## src/rtl/uart_pkg.sv

```systemverilog
// rtl/uart_pkg.sv - shared constants, FSM encoding and baud helper for the UART receiver
package uart_pkg;

  localparam int PARITY_NONE = 0;
  localparam int PARITY_ODD  = 1;
  localparam int PARITY_EVEN = 2;

  typedef enum logic [2:0] {
    ST_IDLE,
    ST_START,
    ST_DATA,
    ST_PARITY,
    ST_STOP
  } uart_state_e;

  function automatic int symbol_edge_time(input int clock_freq, input int baud_rate);
    return clock_freq / baud_rate;
  endfunction

endpackage

```

## src/rtl/uart_rx_fifo_if.sv

```systemverilog
// rtl/uart_rx_fifo_if.sv - ready/valid read port of the receive FIFO
interface uart_rx_fifo_if #(
  parameter int DATA_BITS = 8
);
  logic [DATA_BITS-1:0] data_out;
  logic                 data_out_valid;
  logic                 data_out_ready;

  modport master (output data_out, output data_out_valid, input data_out_ready);
  modport slave  (input data_out, input data_out_valid, output data_out_ready);
endinterface

```

## src/rtl/sync_fifo.sv

```systemverilog
// rtl/sync_fifo.sv - single-clock FIFO, power-of-two depth, push accepted when full if a pop happens
module sync_fifo #(
  parameter int WIDTH = 8,
  parameter int DEPTH = 4
) (
  input  logic                   clk,
  input  logic                   rst,
  input  logic                   push_i,
  input  logic [WIDTH-1:0]       push_data_i,
  input  logic                   pop_i,
  output logic [WIDTH-1:0]       head_o,
  output logic                   full_o,
  output logic                   empty_o,
  output logic [$clog2(DEPTH):0] count_o
);
  localparam int AW = $clog2(DEPTH);

  logic [WIDTH-1:0] mem_q [DEPTH];
  logic [AW-1:0]    wr_ptr_q, wr_ptr_d, rd_ptr_q, rd_ptr_d;
  logic [AW:0]      count_q, count_d;
  logic             do_push, do_pop;

  assign empty_o = (count_q == '0);
  assign full_o  = (count_q == (AW+1)'(DEPTH));
  assign do_pop  = pop_i && !empty_o;
  assign do_push = push_i && (!full_o || do_pop);
  // Head is masked while empty so the read port shows zero after reset.
  assign head_o  = empty_o ? '0 : mem_q[rd_ptr_q];
  assign count_o = count_q;

  always_comb begin
    wr_ptr_d = wr_ptr_q + AW'(do_push);
    rd_ptr_d = rd_ptr_q + AW'(do_pop);
    count_d  = count_q + (AW+1)'(do_push) - (AW+1)'(do_pop);
  end

  always_ff @(posedge clk) begin
    if (rst) begin
      wr_ptr_q <= '0;
      rd_ptr_q <= '0;
      count_q  <= '0;
    end else begin
      wr_ptr_q <= wr_ptr_d;
      rd_ptr_q <= rd_ptr_d;
      count_q  <= count_d;
    end
  end

  always_ff @(posedge clk) begin
    if (do_push) mem_q[wr_ptr_q] <= push_data_i;
  end
endmodule

```

## src/rtl/uart_rx_fifo.sv

```systemverilog
// rtl/uart_rx_fifo.sv - parametrised UART receiver (data/parity/stop configurable) feeding a receive FIFO
module uart_rx_fifo
  import uart_pkg::*;
#(
  parameter int CLOCK_FREQ = 125_000_000,
  parameter int BAUD_RATE  = 115_200,
  parameter int DATA_BITS  = 8,
  parameter int PARITY     = 0,
  parameter int STOP_BITS  = 1,
  parameter int FIFO_DEPTH = 4
) (
  input  logic                         clk,
  input  logic                         rst,
  input  logic                         serial_in,
  uart_rx_fifo_if.master               out_if,
  output logic                         frame_err,
  output logic                         parity_err,
  output logic                         overrun,
  output logic [$clog2(FIFO_DEPTH):0]  fifo_count
);
  localparam int SYMBOL_EDGE_TIME = symbol_edge_time(CLOCK_FREQ, BAUD_RATE);
  localparam int SAMPLE_TIME      = SYMBOL_EDGE_TIME / 2;
  localparam int CW               = $clog2(SYMBOL_EDGE_TIME);
  localparam int BW               = 4;

  logic                 sync1_q, rx_q, rx_prev_q;
  uart_state_e          state_q, state_d;
  logic [CW-1:0]        clk_cnt_q, clk_cnt_d;
  logic [BW-1:0]        bit_cnt_q, bit_cnt_d;
  logic [DATA_BITS-1:0] shift_q, shift_d;
  logic                 par_err_q, par_err_d, frm_err_q, frm_err_d, done_q, done_d;
  logic                 at_sample, at_edge, exp_parity;
  logic                 push, pop, full, empty;

  assign at_sample  = (clk_cnt_q == CW'(SAMPLE_TIME - 1));
  assign at_edge    = (clk_cnt_q == CW'(SYMBOL_EDGE_TIME - 1));
  assign exp_parity = (PARITY == PARITY_EVEN) ? ^shift_q : ~^shift_q;

  always_comb begin
    state_d   = state_q;
    clk_cnt_d = clk_cnt_q + CW'(1);
    bit_cnt_d = bit_cnt_q;
    shift_d   = shift_q;
    par_err_d = par_err_q;
    frm_err_d = frm_err_q;
    done_d    = 1'b0;
    case (state_q)
      ST_IDLE: begin
        clk_cnt_d = '0;
        if (rx_prev_q && !rx_q) begin
          state_d   = ST_START;
          bit_cnt_d = '0;
          par_err_d = 1'b0;
          frm_err_d = 1'b0;
        end
      end
      ST_START: if (at_sample) begin
        clk_cnt_d = '0;
        state_d   = rx_q ? ST_IDLE : ST_DATA;
      end
      ST_DATA: if (at_edge) begin
        clk_cnt_d = '0;
        shift_d   = {rx_q, shift_q[DATA_BITS-1:1]};
        if (bit_cnt_q == BW'(DATA_BITS - 1)) begin
          bit_cnt_d = '0;
          state_d   = (PARITY != PARITY_NONE) ? ST_PARITY : ST_STOP;
        end else begin
          bit_cnt_d = bit_cnt_q + BW'(1);
        end
      end
      ST_PARITY: if (at_edge) begin
        clk_cnt_d = '0;
        par_err_d = (rx_q != exp_parity);
        state_d   = ST_STOP;
      end
      ST_STOP: if (at_edge) begin
        clk_cnt_d = '0;
        if (!rx_q) frm_err_d = 1'b1;
        // Back to IDLE right at the last stop sample so a back-to-back start edge is not missed.
        if (bit_cnt_q == BW'(STOP_BITS - 1)) begin
          bit_cnt_d = '0;
          done_d    = 1'b1;
          state_d   = ST_IDLE;
        end else begin
          bit_cnt_d = bit_cnt_q + BW'(1);
        end
      end
      default: state_d = ST_IDLE;
    endcase
  end

  always_ff @(posedge clk) begin
    if (rst) begin
      sync1_q   <= 1'b1;
      rx_q      <= 1'b1;
      rx_prev_q <= 1'b1;
      state_q   <= ST_IDLE;
      clk_cnt_q <= '0;
      bit_cnt_q <= '0;
      shift_q   <= '0;
      par_err_q <= 1'b0;
      frm_err_q <= 1'b0;
      done_q    <= 1'b0;
    end else begin
      sync1_q   <= serial_in;
      rx_q      <= sync1_q;
      rx_prev_q <= rx_q;
      state_q   <= state_d;
      clk_cnt_q <= clk_cnt_d;
      bit_cnt_q <= bit_cnt_d;
      shift_q   <= shift_d;
      par_err_q <= par_err_d;
      frm_err_q <= frm_err_d;
      done_q    <= done_d;
    end
  end

  assign push       = done_q && !par_err_q && !frm_err_q;
  assign pop        = out_if.data_out_valid && out_if.data_out_ready;
  assign frame_err  = done_q && frm_err_q;
  assign parity_err = done_q && par_err_q;
  assign overrun    = push && full && !pop;
  assign out_if.data_out_valid = !empty;

  sync_fifo #(
    .WIDTH (DATA_BITS),
    .DEPTH (FIFO_DEPTH)
  ) u_fifo (
    .clk         (clk),
    .rst         (rst),
    .push_i      (push),
    .push_data_i (shift_q),
    .pop_i       (out_if.data_out_ready),
    .head_o      (out_if.data_out),
    .full_o      (full),
    .empty_o     (empty),
    .count_o     (fifo_count)
  );
endmodule

```

## src/flat_wrapper.sv

```systemverilog
// flat-port wrapper written by rule: the top's interface ports become plain ports
module uart_rx_fifo_flat import uart_pkg::*;
#(
  parameter int CLOCK_FREQ = 125_000_000,
  parameter int BAUD_RATE  = 115_200,
  parameter int DATA_BITS  = 8,
  parameter int PARITY     = 0,
  parameter int STOP_BITS  = 1,
  parameter int FIFO_DEPTH = 4
)
  (clk, rst, serial_in, frame_err, parity_err, overrun, fifo_count, out_if_data_out, out_if_data_out_valid, out_if_data_out_ready);
  uart_rx_fifo_if #(.DATA_BITS(DATA_BITS)) out_if_i ();
  input  logic clk;
  input  logic rst;
  input  logic serial_in;
  output logic frame_err;
  output logic parity_err;
  output logic overrun;
  output logic [$clog2(FIFO_DEPTH):0] fifo_count;
  output wire logic [$bits(out_if_i.data_out)-1:0] out_if_data_out;
  output wire logic [$bits(out_if_i.data_out_valid)-1:0] out_if_data_out_valid;
  input wire logic [$bits(out_if_i.data_out_ready)-1:0] out_if_data_out_ready;
  assign out_if_data_out = out_if_i.data_out;
  assign out_if_data_out_valid = out_if_i.data_out_valid;
  assign out_if_i.data_out_ready = out_if_data_out_ready;
  uart_rx_fifo #(.CLOCK_FREQ(CLOCK_FREQ), .BAUD_RATE(BAUD_RATE), .DATA_BITS(DATA_BITS), .PARITY(PARITY), .STOP_BITS(STOP_BITS), .FIFO_DEPTH(FIFO_DEPTH)) u_core (.clk(clk), .rst(rst), .serial_in(serial_in), .out_if(out_if_i), .frame_err(frame_err), .parity_err(parity_err), .overrun(overrun), .fifo_count(fifo_count));
endmodule
```

## config.mk

```make
export PLATFORM = sky130hd
export DESIGN_NAME = uart_rx_fifo_flat
export DESIGN_NICKNAME = d
export VERILOG_FILES = /design/src/rtl/uart_pkg.sv /design/src/rtl/uart_rx_fifo_if.sv /design/src/rtl/sync_fifo.sv /design/src/rtl/uart_rx_fifo.sv /design/src/flat_wrapper.sv
export SDC_FILE = /design/constraint.sdc
export NUM_CORES = 1
export LEC_CHECK = 0
export ABC_CLOCK_PERIOD_IN_PS = 3100
export BUFFER_PORTS_ARGS = -buffer_cell sky130_fd_sc_hd__buf_2
export CAP_MARGIN = 20
export CORE_AREA = 2 2 78 80
export CTS_CLUSTER_DIAMETER = 100
export CTS_CLUSTER_SIZE = 10
export DETAILED_ROUTE_END_ITERATION = 16
export DIE_AREA = 0 0 80 82
export PLACE_DENSITY = 0.73
export SYNTH_ARGS = -nofsm -noshare
export SYNTH_HDL_FRONTEND = slang
export SYNTH_SLANG_ARGS = --single-unit
```

## constraint.sdc

```tcl
create_clock -name clk -period 3.1 [get_ports clk]
set_clock_uncertainty 0.2 [all_clocks]
set_input_delay 0.155 -clock clk [delete_from_list [all_inputs] [get_ports clk]]
set_output_delay 0.155 -clock clk [all_outputs]
set_load 0.03 [all_outputs]
```

---- Word-level counts from Yosys, hierarchy flattened ----
Memory sizes are Yosys's and may differ from the RTL's. A register that Yosys moved wholly into a read port is not among the register bits.
Cells that the tools add are included.
storage, ports and cells
  bits in registers ....................... 39
  RAM bits ................................ 32
  output and inout bits ................... 15
  memories kept ........................... 1
operators by class
  $add $sub $neg .......................... 6
  equality and inequality tests ........... 17
  muxes and demuxes ....................... 29
  bitwise gates (word level) .............. 2
  reduce and logical (&&, ||, !) cells .... 30
memory list
  memory               depth  bits a word  read ports  clocked after Yosys merged registers in  write ports  line             source
  u_core.u_fifo.mem_q  4      8            1           1                                        1            sync_fifo.sv:18  logic [WIDTH-1:0] mem_q [DEPTH];
operator list
  operator                 number
  $pmux W11 S3             1
  $mux W11                 2
  $mux W3                  7
  $mux W4                  5
  $pmux W3 S5              1
  $ne A2 B1 Y1 const B     7
  $pmux W4 S3              1
  $add A11 B1 Y11 const B  1
  $eq A11 B10 Y1 const B   1
  $eq A11 B11 Y1 const B   1
  $logic_and A1 B1 Y1      9
  $mux W8                  1
  $reduce_and A4 Y1        2
  $reduce_xnor A8 Y1       1
  $mux W1                  7
  $reduce_and A7 Y1        1
  $eq A3 B2 Y1 const B     2
  $eq A3 B3 Y1 const B     2
  $logic_not A1 Y1         6
  $logic_not A3 Y1         2
  $reduce_or A3 Y1         2
  $add A2 B1 Y2            2
  $add A4 B1 Y4 const B    1
  $eq A4 B3 Y1 const B     1
  14 further kinds         18

---- Longest topological paths before layout ----
  depth after elaboration ................. 7
  mapped depth ............................ 10

---- By module ----
From an unflattened synthesis, not the netlist that was laid out.
second synthesis, totals
  cells, all modules ...................... 272
  area, all modules ....................... 3248.1 um^2
modules (own cells, without submodules)
  module        instances  cells each  area each (um^2)  sequential area each (um^2)
  uart_rx_fifo  1          184         1655.3            640.6
  sync_fifo     1          88          1592.8            1101.1

---- Least setup slack after synthesis ----
Ideal clock, no wire load.
  kind .................................... register -> register
  start point ............................. register u_core.u_fifo.count_q[2] (netlist: u_core.u_fifo.count_o[2])
  end point ............................... register u_core.u_fifo.count_q[2] (netlist: u_core.u_fifo.count_o[2])
  arrival ................................. 2.464 ns
  data required time ...................... 2.772 ns
  slack ................................... 0.308 ns
  stages on the path, launching flop included .. 11
  buffers on the path ..................... 0
  clock period less this slack ............ 2.792 ns
  cell sequence ........................... dfxtp_1 or4b_2 nand3_1 ha_1 inv_1 ha_1 inv_1 fa_1 xor2_1 xnor2_1 nor2_1
between the ends
  word-level cells in the longest chain between the ends .. 7
  elaborated cells on any way between the ends .. 9
  classes of those cells .................. add/sub (2); eq/ne (1); reduce/logical (6)
RTL lines
  element                 line             source
  start, declared         sync_fifo.sv:20  logic [AW:0] count_q, count_d;
  start signal, assigned  sync_fifo.sv:45  count_q <= count_d;
  $logic_not A3 Y1        sync_fifo.sv:23  assign empty_o = (count_q == '0);
  $logic_not A1 Y1        sync_fifo.sv:25  assign do_pop = pop_i && !empty_o;
  $logic_and A1 B1 Y1     sync_fifo.sv:25
  $logic_or A1 B1 Y1      sync_fifo.sv:26  assign do_push = push_i && (!full_o || do_pop);
  $logic_and A1 B1 Y1     sync_fifo.sv:26
  $add A3 B1 Y3           sync_fifo.sv:34  count_d = count_q + (AW+1)'(do_push) - (AW+1)'(do_pop);
  $sub A3 B1 Y3 (*)       sync_fifo.sv:34
Mark *: on every way between the ends. The rest lies on a longest branch, timed or not.
A chain may end at the register's enable or synchronous reset.

---- Final worst setup path ----
  start point ............................. register u_core.u_fifo.count_q[1] (netlist: u_core.u_fifo.count_o[1])
  end point ............................... register u_core.u_fifo.count_q[2] (netlist: u_core.u_fifo.count_o[2])
Same word-level chain as after synthesis.

==> impl_metrics.json <==
{
  "status": "finished clean",
  "power.total_mw": 2.42,
  "final-seq-area_mm2": 0.00174,
  "hold_path_depth": 2,
  "final_hold_viol_count": 0,
  "viasPerCell": 5.33,
  "gp_congestion": 0.762,
  "avgSynthCellArea_um2": 11.4,
  "grt_overflow_total": 0,
  "core_mm2": 0.00575,
  "synth_ff_type": "dfxtp_1",
  "place_inst": 360,
  "grt_start_max_net_pins": 31,
  "min_period_over_period_pct": 89.1,
  "synth.cell_area_mm2": 0.00311,
  "chipWidth_um": 80,
  "antenna_found_initial": 0,
  "vias": 2009,
  "drive_above_1_share_pct": 17.9,
  "drt_iter0_drc": 61,
  "slowest_stage": "or4b_2",
  "grt_pass1_vias": 1938,
  "drv_cap": 0,
  "cp.arrival_ns": 2.78,
  "ir_worst_vdd_mv": 0.476,
  "synth_fp_nets": 287,
  "maxSlewViolCount": 0,
  "max-slew-margin-rel_pct": 52.7,
  "syn_to_final_growth_pct": 13.7,
  "synth_edf_count": 32,
  "crit_family": "simple AND/OR/NAND/NOR gates",
  "endpoint_kind": "register",
  "holdCritStartpoint": "rst",
  "grt_pass1_wl_um": 8880,
  "ys_async_sr_fraction_pct": 0,
  "multi_input_area_mm2": 0.00130,
  "nets": 311,
  "ctsLongestPathBuffers": 2,
  "dpl.hpwl_um": 3520,
  "die_area_mm2": 0.00656,
  "worstSetupPathType": "reg2reg",
  "worstSetupStartpointType": "register",
  "grt_usage_pct": 18.0,
  "crit_required_ns": 3.11,
  "drc": 0,
  "cts_hold_buf": 1,
  "finalSetupTns_ns": 0,
  "numCtsBuffers": 9,
  "clk_pin_slew_worst_paths_ns": 0.07,
  "ant_nets": 0,
  "fmax_ghz": 0.362,
  "io_buffers": 18,
  "worstSkewPairLatency_ns": 0.34,
  "utilization_pct": 61.6,
  "rows": 28,
  "synth_seq_cells": 71,
  "fillCellCount": 471,
  "dr.pass1.iters": 4,
  "yosysWarnings": 0,
  "slowest_delay_ns": 0.68,
  "clkSinkCount": 71,
  "period_minus_slack_ns": 2.76,
  "syn_inst": 273,
  "power_density_mw_per_mm2": 684,
  "hold_class": "in2reg",
  "postCtsSetupBuffers": 0,
  "setup_viol": 0,
  "hold_end": "u_core.u_fifo.count_o[2]$_SDFF_PP0_",
  "worst-path-max-fanout": 5,
  "layoutNonFillerInstCount": 377,
  "wl_per_cell_um": 13.8,
  "holdWs_ns": 0.0844,
  "reg2regPathDepth": 10,
  "rsz0062_at_grt": "false",
  "leakage_nw": 1.28,
  "worstMarginPinSlew_ns": 0.708,
  "rr_startpoint": "u_core.u_fifo.count_o[1]$_SDFF_PP0_",
  "timing.rr.end": "u_core.u_fifo.count_o[2]$_SDFF_PP0_",
  "path_buf_inv": 2,
  "finalWirelength_um": 5220,
  "pin_count": 19,
  "diodes": 0,
  "die_h_um": 82,
  "htreeDepth": 3,
  "cts_root_buffer": "clkbuf_8",
  "path_cells": "or4b_2 -> nand3_1 -> ha_1 -> inv_1 -> ha_1 -> inv_1 -> fa_1 -> xor2_1 -> xnor2_1 -> nor2_1",
  "cts_resized": 0,
  "cts_tree": "done",
  "synth_cell_types": 46,
  "initial_utilization_pct": 54.2,
  "r2r_setup_slack_ns": 0.34,
  "ys_seq_area_share_pct": 55.9
}
## through the flow
step	instance area (um2)	setup slack, ns
final	3540	0.338
after global routing	3540	0.205
after CTS	3540	0.329
after detailed placement	3290	0.337
after global placement	3290	0.421
after floorplan	3110	0.308
## where the power goes
part	internal, mW	total [mW]	switching (mW)
combinational	0.207	0.492	0.285
sequential	0.996	1.06	0.0608
clock	0.537	0.873	0.336
total	1.74	2.42	0.682
## cells by family after synthesis
group	count (synthesis)	share of synthesized area, %
and+or+nand+nor	112	19.3
xor gates and xnor gates	20	6.07
DFF	71	55.9
adders and majority gates	10	4.26
AOI/OAI and AO/OA	33	6.23
buffers and inverters	19	2.37
muxes	8	5.79
## routing by layer
metal / part of all wire, % / wire length, um / up-vias / track usage, %
met3: 3.2 / 166 / 5 / 5.93
met4: 1.3 / 68 / 0 / 6.10
li1: - / - / 1017 / -
met2: 51 / 2650 / 24 / 31.8
met5: 0 / 0 / - / 0
met1: 45 / 2330 / 963 / 20.8
## Yosys cell counts, types with 2 or more instances
cell / count / area share, %
inv_1: 9 / 1.1
xor2_1: 11 / 3.1
clkbuf_1: 7 / 0.84
nor2b_1: 15 / 3.0
edfxtp_1: 32 / 31
a21o_1: 2 / 0.48
a21oi_1: 17 / 2.7
nor3b_1: 2 / 0.48
nand4_1: 3 / 0.60
nor2_1: 22 / 2.7
nand2_1: 26 / 3.1
nor3_1: 7 / 1.1
nand3_1: 7 / 1.1
and3_1: 4 / 0.80
ha_1: 9 / 3.6
nor4_1: 3 / 0.60
or2_2: 3 / 0.60
dfxtp_1: 39 / 25
o21ai_0: 6 / 0.96
xnor2_1: 8 / 2.3
or3_1: 2 / 0.40
and2_1: 3 / 0.60
nand2b_1: 3 / 0.60
buf_2: 2 / 0.32
mux4_2: 8 / 5.8
or4_1: 3 / 0.72
## flip-flops by register name, summed over array words and instances (netlist names), 2 cells and up
name,flops
u_core.shift_q,8
u_core.u_fifo.rd_ptr_q,2
u_core.u_fifo.wr_ptr_q,2
u_core.state_q,3
u_core.u_fifo.count_o,3
u_core.bit_cnt_q,4
u_core.clk_cnt_q,11
u_core.u_fifo.mem_q,32
## cell type report
| cell class | instances | area share, % |
|---|---|---|
| flip-flops and latches | 71 | 49.2 |
| multi-input cells | 183 | 36.7 |
| repair buffers | 23 | 3.68 |
| clock buffers | 9 | 3.50 |
| clock inverters | 7 | 3.36 |
| well taps | 75 | 2.65 |
| inverters | 9 | 0.954 |
## cell usage in the layout, fill, tap and decap left out, types with 2 or more instances in the layout
cell type / n
a21oi_1: 17
nor3_1: 7
nand4_1: 3
mux4_2: 8
xnor2_1: 8
a21o_1: 2
nand2b_1: 3
edfxtp_1: 32
nor2b_1: 15
nor3b_1: 2
buf_2: 18
nand3_1: 7
clkbuf_8: 9
or3_1: 2
ha_1: 9
xor2_1: 11
or4_1: 3
dfxtp_1: 39
inv_6: 2
buf_4: 4
or2_2: 3
inv_1: 9
nor4_1: 3
and3_1: 4
o21ai_0: 6
and2_1: 3
bufinv_16: 3
nand2_1: 26
nor2_1: 22
## worst max path at each step
stage / startpoint / endpoint / slack [ns] / cells after the start
CTS: u_core.u_fifo.count_o[1]$_SDFF_PP0_ / u_core.u_fifo.count_o[2]$_SDFF_PP0_ / 0.33 / 10
global route: u_core.u_fifo.count_o[1]$_SDFF_PP0_ / u_core.u_fifo.count_o[2]$_SDFF_PP0_ / 0.20 / 10
detailed placement: u_core.u_fifo.count_o[1]$_SDFF_PP0_ / u_core.u_fifo.count_o[2]$_SDFF_PP0_ / 0.34 / 10
finish: u_core.u_fifo.count_o[1]$_SDFF_PP0_ / u_core.u_fifo.count_o[2]$_SDFF_PP0_ / 0.34 / 10
global placement: u_core.u_fifo.count_o[1]$_SDFF_PP0_ / u_core.u_fifo.count_o[2]$_SDFF_PP0_ / 0.42 / 10
floorplan: u_core.u_fifo.count_o[2]$_SDFF_PP0_ / u_core.u_fifo.count_o[2]$_SDFF_PP0_ / 0.31 / 10
Power figures use the tool's default switching activity.
